[src/rtl/sipo8_rx_if.sv]
// Byte-assembly receiver bus: serial bit stream in, parallel byte with status out.
// master drives the serial side and the consumer handshake; slave is the receiver.
interface sipo8_rx_if;
    logic       s_valid;
    logic       s_bit;
    logic       s_start;
    logic       msb_first;
    logic       out_ready;
    logic       ovr_clr;
    logic [7:0] d_out;
    logic       out_valid;
    logic       overrun;
    logic       timeout;
    logic       par_err;
    logic       busy;

    modport master (
        output s_valid, s_bit, s_start, msb_first, out_ready, ovr_clr,
        input  d_out, out_valid, overrun, timeout, par_err, busy
    );

    modport slave (
        input  s_valid, s_bit, s_start, msb_first, out_ready, ovr_clr,
        output d_out, out_valid, overrun, timeout, par_err, busy
    );
endinterface

[src/rtl/sipo8_rx.sv]
// Serial-in parallel-out byte receiver with idle timeout, overrun tracking and
// optional even parity (define SIPO8_RX_PARITY_EN for a 9-bit frame with trailing parity).
module sipo8_rx #(
    parameter int IDLE_TIMEOUT = 15
) (
    input  logic       clk,
    input  logic       reset,
    sipo8_rx_if.slave  bus
);

`ifdef SIPO8_RX_PARITY_EN
    localparam logic [3:0] LAST_BIT = 4'd8;
`else
    localparam logic [3:0] LAST_BIT = 4'd7;
`endif
    localparam logic [7:0] TO_LIM = 8'(IDLE_TIMEOUT);

    typedef enum logic {IDLE, SHIFT} state_t;

    state_t     state_reg, state_next;
    logic [7:0] sr_reg;
    logic [3:0] cnt_reg;
    logic [7:0] idle_reg;
    logic       order_reg;
    logic [7:0] d_out_reg;
    logic       out_valid_reg;
    logic       overrun_reg;
    logic       timeout_reg;
    logic       busy_next;

    logic       start_hit, data_hit, abort, complete, ovr_set;
    logic [7:0] idle_inc, sr_shift, sr_start, done_byte;

    assign start_hit = bus.s_valid & bus.s_start;
    assign data_hit  = bus.s_valid & ~bus.s_start & (state_reg == SHIFT);
    assign idle_inc  = idle_reg + 8'd1;
    assign abort     = (state_reg == SHIFT) & ~bus.s_valid & (idle_inc == TO_LIM);
    assign complete  = data_hit & (cnt_reg == LAST_BIT);
    assign ovr_set   = complete & out_valid_reg & ~bus.out_ready;
    assign sr_shift  = order_reg ? {sr_reg[6:0], bus.s_bit} : {bus.s_bit, sr_reg[7:1]};
    // The start bit lands where the first shifted bit would after a cleared register.
    assign sr_start  = bus.msb_first ? {7'b0, bus.s_bit} : {bus.s_bit, 7'b0};

`ifdef SIPO8_RX_PARITY_EN
    logic par_acc_reg, par_err_reg, done_perr;
    // The parity bit completes the frame but is never shifted into the data.
    assign done_byte = sr_reg;
    assign done_perr = par_acc_reg ^ bus.s_bit;

    always_ff @(posedge clk) begin
        if (reset) begin
            par_acc_reg <= 1'b0;
            par_err_reg <= 1'b0;
        end else begin
            if (start_hit)
                par_acc_reg <= bus.s_bit;
            else if (data_hit)
                par_acc_reg <= par_acc_reg ^ bus.s_bit;
            if (complete && (!out_valid_reg || bus.out_ready))
                par_err_reg <= done_perr;
        end
    end
    assign bus.par_err = par_err_reg;
`else
    assign done_byte   = sr_shift;
    assign bus.par_err = 1'b0;
`endif

    // State register
    always_ff @(posedge clk) begin
        if (reset)
            state_reg <= IDLE;
        else
            state_reg <= state_next;
    end

    // Next-state logic
    always_comb begin
        state_next = state_reg;
        case (state_reg)
            IDLE:  if (start_hit) state_next = SHIFT;
            SHIFT: begin
                if (start_hit)
                    state_next = SHIFT;
                else if (complete || abort)
                    state_next = IDLE;
            end
            default: state_next = IDLE;
        endcase
    end

    // Output logic
    always_comb begin
        busy_next = 1'b0;
        if (state_reg == SHIFT)
            busy_next = 1'b1;
    end

    // Shift register, bit count and idle counter
    always_ff @(posedge clk) begin
        if (reset) begin
            sr_reg    <= 8'h00;
            cnt_reg   <= 4'd0;
            idle_reg  <= 8'd0;
            order_reg <= 1'b0;
        end else if (start_hit) begin
            sr_reg    <= sr_start;
            cnt_reg   <= 4'd1;
            idle_reg  <= 8'd0;
            order_reg <= bus.msb_first;
        end else if (data_hit) begin
            sr_reg   <= sr_shift;
            cnt_reg  <= complete ? 4'd0 : cnt_reg + 4'd1;
            idle_reg <= 8'd0;
        end else if (state_reg == SHIFT && !bus.s_valid) begin
            idle_reg <= abort ? 8'd0 : idle_inc;
            if (abort)
                cnt_reg <= 4'd0;
        end
    end

    // Output byte, handshake and status flags
    always_ff @(posedge clk) begin
        if (reset) begin
            d_out_reg     <= 8'h00;
            out_valid_reg <= 1'b0;
            overrun_reg   <= 1'b0;
            timeout_reg   <= 1'b0;
        end else begin
            timeout_reg <= abort;
            overrun_reg <= ovr_set | (overrun_reg & ~bus.ovr_clr);
            if (complete && (!out_valid_reg || bus.out_ready)) begin
                d_out_reg     <= done_byte;
                out_valid_reg <= 1'b1;
            end else if (out_valid_reg && bus.out_ready) begin
                out_valid_reg <= 1'b0;
            end
        end
    end

    assign bus.d_out     = d_out_reg;
    assign bus.out_valid = out_valid_reg;
    assign bus.overrun   = overrun_reg;
    assign bus.timeout   = timeout_reg;
    assign bus.busy      = busy_next;

endmodule

[src/flat_wrapper.sv]
// flat-port wrapper written by rule: the top's interface ports become plain ports
module sipo8_rx_flat 
#(
    parameter int IDLE_TIMEOUT = 15
)
  (clk, reset, bus_s_valid, bus_s_bit, bus_s_start, bus_msb_first, bus_out_ready, bus_ovr_clr, bus_d_out, bus_out_valid, bus_overrun, bus_timeout, bus_par_err, bus_busy);
  sipo8_rx_if bus_i ();
  input  logic clk;
  input  logic reset;
  input wire logic [$bits(bus_i.s_valid)-1:0] bus_s_valid;
  input wire logic [$bits(bus_i.s_bit)-1:0] bus_s_bit;
  input wire logic [$bits(bus_i.s_start)-1:0] bus_s_start;
  input wire logic [$bits(bus_i.msb_first)-1:0] bus_msb_first;
  input wire logic [$bits(bus_i.out_ready)-1:0] bus_out_ready;
  input wire logic [$bits(bus_i.ovr_clr)-1:0] bus_ovr_clr;
  output wire logic [$bits(bus_i.d_out)-1:0] bus_d_out;
  output wire logic [$bits(bus_i.out_valid)-1:0] bus_out_valid;
  output wire logic [$bits(bus_i.overrun)-1:0] bus_overrun;
  output wire logic [$bits(bus_i.timeout)-1:0] bus_timeout;
  output wire logic [$bits(bus_i.par_err)-1:0] bus_par_err;
  output wire logic [$bits(bus_i.busy)-1:0] bus_busy;
  assign bus_i.s_valid = bus_s_valid;
  assign bus_i.s_bit = bus_s_bit;
  assign bus_i.s_start = bus_s_start;
  assign bus_i.msb_first = bus_msb_first;
  assign bus_i.out_ready = bus_out_ready;
  assign bus_i.ovr_clr = bus_ovr_clr;
  assign bus_d_out = bus_i.d_out;
  assign bus_out_valid = bus_i.out_valid;
  assign bus_overrun = bus_i.overrun;
  assign bus_timeout = bus_i.timeout;
  assign bus_par_err = bus_i.par_err;
  assign bus_busy = bus_i.busy;
  sipo8_rx #(.IDLE_TIMEOUT(IDLE_TIMEOUT)) u_core (.clk(clk), .reset(reset), .bus(bus_i));
endmodule
[config.mk]
export PLATFORM = sky130hd
export DESIGN_NAME = sipo8_rx_flat
export DESIGN_NICKNAME = d
export VERILOG_FILES = /design/src/rtl/sipo8_rx_if.sv /design/src/rtl/sipo8_rx.sv /design/src/flat_wrapper.sv
export SDC_FILE = /design/constraint.sdc
export NUM_CORES = 1
export LEC_CHECK = 0
export CORE_MARGIN = 3
export CORE_UTILIZATION = 30
export CTS_CLUSTER_DIAMETER = 40
export DETAILED_ROUTE_END_ITERATION = 8
export DONT_BUFFER_PORTS = 1
export PLACE_DENSITY = 0.56
export SYNTH_ARGS = -nofsm -noshare
export SYNTH_HDL_FRONTEND = slang
export SYNTH_SLANG_ARGS = --single-unit
[constraint.sdc]
create_clock -name clk -period 2.2 [get_ports clk]
set_input_delay 0.33 -clock clk [delete_from_list [all_inputs] [get_ports clk]]
set_output_delay 0.33 -clock clk [all_outputs]
set_load 0.05 [all_outputs]
==> results of run 1 <==
-- worst paths after layout --
kind,cells after the start,to
worst max-delay path,6,u_core.state_reg
worst min-delay path,1,u_core.state_reg
worst max register to register,6,u_core.state_reg
worst min register to register,2,u_core.cnt_reg[1]
-- power breakdown --
group          total [mW]  internal [mW]  switching (mW)
clock network       0.453          0.218           0.235
logic              0.0715         0.0251          0.0464
registers           0.611          0.605         0.00604
total                1.14          0.849           0.287
-- cells in the final DEF (no fill, tap or decap), types with 2 or more instances in the layout --
| master | count |
|---|---|
| ha_1 | 3 |
| o21ai_0 | 8 |
| xnor2_1 | 3 |
| inv_1 | 4 |
| buf_4 | 5 |
| nor2b_1 | 4 |
| nor2_1 | 26 |
| nand2b_1 | 2 |
| nor3_1 | 4 |
| nand3b_1 | 2 |
| a211oi_1 | 9 |
| nand3_1 | 8 |
| clkbuf_8 | 5 |
| o22ai_1 | 3 |
| dfxtp_1 | 33 |
| nand2_1 | 17 |
| nand4_1 | 2 |
| and3_1 | 2 |
| xor2_1 | 3 |
| clkinv_2 | 2 |
| mux2i_1 | 8 |
| a21oi_1 | 5 |
-- metrics by stage --
| step | total power, mW | setup WS, ns | util |
|---|---|---|---|
| 2_1_floorplan | 0.683 | 0.390 | - |
| 3_3_place_gp | 0.695 | 0.478 | 0.337 |
| 3_5_place_dp | 0.696 | 0.375 | 0.337 |
| 4_1_cts | 1.15 | 0.356 | 0.355 |
| 5_1_grt | 1.19 | 0.218 | 0.355 |
| 6_report | 1.14 | 0.359 | 0.355 |
-- cells in the mapped netlist, drive strengths merged (2+ instances only) --
cell	instances	share of area
nand3b	2	0.0097
xnor2	3	0.017
nand4	2	0.0081
and2	2	0.0097
nand3	8	0.026
xor2	3	0.017
dfxtp	33	0.43
nor2b	4	0.016
a21oi	6	0.022
o22ai	3	0.012
mux2i	8	0.052
clkbuf	2	0.0049
nor3	5	0.023
o21ai	9	0.029
and3	3	0.015
ha	3	0.024
buf	4	0.018
nand2b	2	0.0081
nand2	17	0.041
inv	4	0.0097
a211oi	9	0.044
nor2	27	0.070
-- per-layer routing --
metal	track usage	share of wire	routed length (µm)	up-vias
met5	0	0	0	-
met4	0.0587	0.022	75	0
met3	0.0348	0.052	178	6
met2	0.186	0.43	1480	26
met1	0.160	0.49	1690	595
li1	-	-	-	647
-- logic make-up (layout without fill, tap and decap cells) --
group / Yosys count / after routing / synth area share
AOI/OAI and AO/OA: 40 / 40 / 0.180
xor gates and xnor gates: 6 / 6 / 0.0340
adders and majority gates: 3 / 3 / 0.0243
buffers and inverters: 10 / 17 / 0.0324
DFF: 33 / 33 / 0.427
muxes: 8 / 8 / 0.0518
other: 1 / 1 / 0.00242
and+or+nand+nor: 76 / 76 / 0.248
-- worst register-to-register path: stages (launching register included) --
cell and delay, ns:
dfxtp_1 0.36, ha_1 0.27, and3_1 0.24, o21ai_0 0.18, a221o_1 0.24, a21oi_2 0.08, a2111oi_2 0.37
-- final cells by class --
class                      instances  share of cell area
sequential                        33               0.384
timing repair buffer               5              0.0218
clock buffer                       5              0.0400
tap                               67              0.0488
multi-input combinational        134               0.486
clock inverter                     3              0.0102
inverter                           4             0.00873
==> impl_metrics.toml, run 1 <==
[die]
fp.dieH_um = 77.8
fp.coreArea_um2 = 4850
num_rows = 25
ioPinCount = 21
initial_core_util = 0.319
die_w_um = 77.8
dieArea_um2 = 6050

[setup_path]
worstPathArrival_ns = 2.02
cpLargestDelayFamily = "compound AO/OA/AOI/OAI gates"
rrSetupSlack_ns = 0.36
worstPathCellList = "ha_1, and3_1, o21ai_0, a221o_1, a21oi_2, a2111oi_2"
critical_path_class = "flip-flop to flip-flop"
r2r_start = "u_core.idle_reg[0]"
critPathMaxStageDelay_ns = 0.37
startpoint = "u_core.idle_reg[0]"
worst-path-buf-inv = 0
cp-end-kind = "flip-flop"
crit_fanout = 6
crit_slowest_cell = "a2111oi_2"
critPathLaunchType = "flip-flop"
critPathRequiredTime_ns = 2.38

[final_layout]
multi_input_area_um2 = 836
nNetsFinal = 194
fin_cells = 251
seqCellArea_um2 = 661
drive_above_1_share = 0.103
postLayoutCellArea_um2 = 1720
fillers = 529
area_growth_pct = 11.2
diodes = 0

[synthesis]
synth_ff_type = "dfxtp_1"
ys_warn_count = 0
syn_inst = 177
async_flop_share = 0
synth.distinct_cells = 49
netlist_area_um2 = 1550
synth_edf_count = 0
ys_seq_elements = 33
synth_nets = 188
avgSynthCellArea_um2 = 8.74
yosysSeqAreaShare = 0.427

[power]
peakVddDrop_v = 0.000235
cellPowerDensity_nw_per_um2 = 661
cellLeakagePower_nw = 0.564

[global_routing]
grt_overflow_total = 0
grt_usage = 0.123
grt_pass1_wl_um = 5870
antenna_found_initial = 0
grt_max_degree = 21
grt_pass1_vias = 1193

[timing]
skew_ns = 0.00422
tightest_slew_ns = 0.549
rsz0062_at_grt = "false"
setup_viol = 0
relSlewSlack = 0.634
drv_slew = 0
finalCriticalPeriod_ns = 1.84
max_freq_ghz = 0.543
post-route-period-util = 0.837
hold_slack_ns = 0.106
hold_violations = 0
setup_tns_ns = 0

[cts]
clk_pin_slew_ns = 0.07
cts_resized = 0
clkSinkCount = 33
cts_tree = "done"
clock_latency_ns = 0.29
htree_levels = 2
root_buffer = "clkbuf_8"
clock_path_buffers = 2
cts_made_buffers = 5
cts_hold_buf = 0
post-cts-setup-buffer-count = 0

[drt]
drc = 0
vias = 1274
drt_iter0_drc = 51
ant_nets = 0
routed_via_density = 5.08
routed_wl_um = 3430
wire_per_inst_um = 13.7
first_pass_iters = 6

[min_path]
holdCritStartpoint = "reset"
hp-class = "primary input to flip-flop"

[place]
portBuffers = 0
place_congestion = 0.810
hpwlAfterDp_um = 2460
dp.cells = 243
placed_area_um2 = 1630

[run]
cap_viol_max_count = 0

[outcome]
outcome = "finished clean"
No activity file was read; power rests on OpenSTA's default activity.
==> run 2, diff against run 1 <==
==> constraint.sdc (replaced) <==
create_clock -name clk -period 1.9 [get_ports clk]
set_input_delay 0.285 -clock clk [delete_from_list [all_inputs] [get_ports clk]]
set_output_delay 0.285 -clock clk [all_outputs]
set_load 0.05 [all_outputs]
==> impl_metrics.toml, run 2 (synthesized netlist as in run 1, its figures left out) <==
[place]
portBuffers = 0
hpwlAfterDp_um = 2430
post-place-ws_ns = 0.123
place_congestion = 0.787

[cts]
cts_hold_buf = 0
clkSinkCount = 33
post-cts-setup-buffer-count = 0
cts_made_buffers = 5
htree_levels = 2
cts_tree = "done"
clk_pin_slew_ns = 0.07
clock_path_buffers = 2
clock_latency_ns = 0.28
root_buffer = "clkbuf_8"

[setup_path]
critPathLaunchType = "flip-flop"
crit_fanout = 6
critPathRequiredTime_ns = 2.06
critical_path_class = "flip-flop to flip-flop"
worstPathArrival_ns = 1.93
cp-end-kind = "flip-flop"
rrSetupSlack_ns = 0.13

[timing]
post-route-period-util = 0.933
skew_ns = 0.00805
hold_violations = 0
finalCriticalPeriod_ns = 1.77
post-route-worst-setup-slack_ns = 0.127
relSlewSlack = 0.643
max_freq_ghz = 0.564
rsz0062_at_grt = "false"
tightest_slew_ns = 0.535
drv_slew = 0
setup_tns_ns = 0
hold_slack_ns = 0.0660
setup_viol = 0

[drt]
vias = 1254
drc = 0
routed_via_density = 4.94
first_pass_iters = 4
routed_wl_um = 3320
drt_iter0_drc = 58
wire_per_inst_um = 13.1
ant_nets = 0

[final_layout]
final_common_cell = "dfxtp_1"
drive_above_1_share = 0.123
final_util = 0.360
diodes = 0
area_growth_pct = 12.8
nNetsFinal = 197
layout_common_cells = "dfxtp_1 (33), nor2_1 (26), nand2_1 (17)"

[outcome]
outcome = "finished clean"

[run]
cap_viol_max_count = 0

[power]
cellLeakagePower_nw = 0.577
cellPowerDensity_nw_per_um2 = 754
peakVddDrop_v = 0.000260
finalPower_mw = 1.31

[die]
ioPinCount = 21
fp.dieH_um = 77.8
fp.coreArea_um2 = 4850
dieArea_um2 = 6050
initial_core_util = 0.319
die_w_um = 77.8
num_rows = 25

[global_routing]
grt_pass1_wl_um = 5780
grt_overflow_total = 0
antenna_found_initial = 0
grt_usage = 0.119
grt_pass1_vias = 1195
grt_max_degree = 21

[min_path]
hp-class = "primary input to flip-flop"
[run 2: cell count changes in the layout (fill, tap and decap cells not counted), sizes merged]
cell and change:
buf +3
[run 2: final timing paths]
check	start	endpoint	cells past startpoint
min reg2reg	u_core.cnt_reg[1]	u_core.cnt_reg[1]	2
min	reset	u_core.state_reg	1
max	u_core.idle_reg[1]	u_core.state_reg	6
max reg2reg	u_core.idle_reg[1]	u_core.state_reg	6
[run 2: repair_timing]
| action | CTS | global route |
|---|---|---|
| endpoints found under the setup margin | 0 | 9 |
| gates resized for setup | 0 | 1 |
| endpoints found under the hold margin | 0 | 0 |
[run 2: stage by stage]
stage	instance area (µm²)	instances
6_report	1740	254
3_3_place_gp	1660	246
2_1_floorplan	1550	177
3_5_place_dp	1660	246
4_1_cts	1740	254
5_1_grt	1740	254
[run 2: metal layers]
metal | routed length, µm | global-route usage | share of wire
met3 | 192 | 0.0406 | 0.058
met2 | 1370 | 0.168 | 0.41
met5 | 0 | 0 | 0
met1 | 1700 | 0.167 | 0.51
met4 | 61 | 0.0427 | 0.018
[run 2: layout make-up]
class | count | area, µm²
Sequential cell | 33 | 661
Fill cell | 511 | 3100
Clock inverter | 3 | 17.5
Multi-Input combinational cell | 134 | 838
Tap cell | 67 | 83.8
Timing Repair Buffer | 8 | 60.1
Inverter | 4 | 15.0
Clock buffer | 5 | 68.8
[run 2: power by group]
part	leakage (nW)	switching, mW	internal, mW
clock network	0.0439	0.268	0.253
logic	0.266	0.0528	0.0324
registers	0.267	0.00778	0.701
[run 2: worst max-delay path, cell delays in order, from the launching register on]
cell	delay [ns]
dfxtp_1	0.41
ha_2	0.25
and3_1	0.23
o21ai_0	0.11
a221o_1	0.34
a21oi_2	0.22
a2111oi_2	0.09
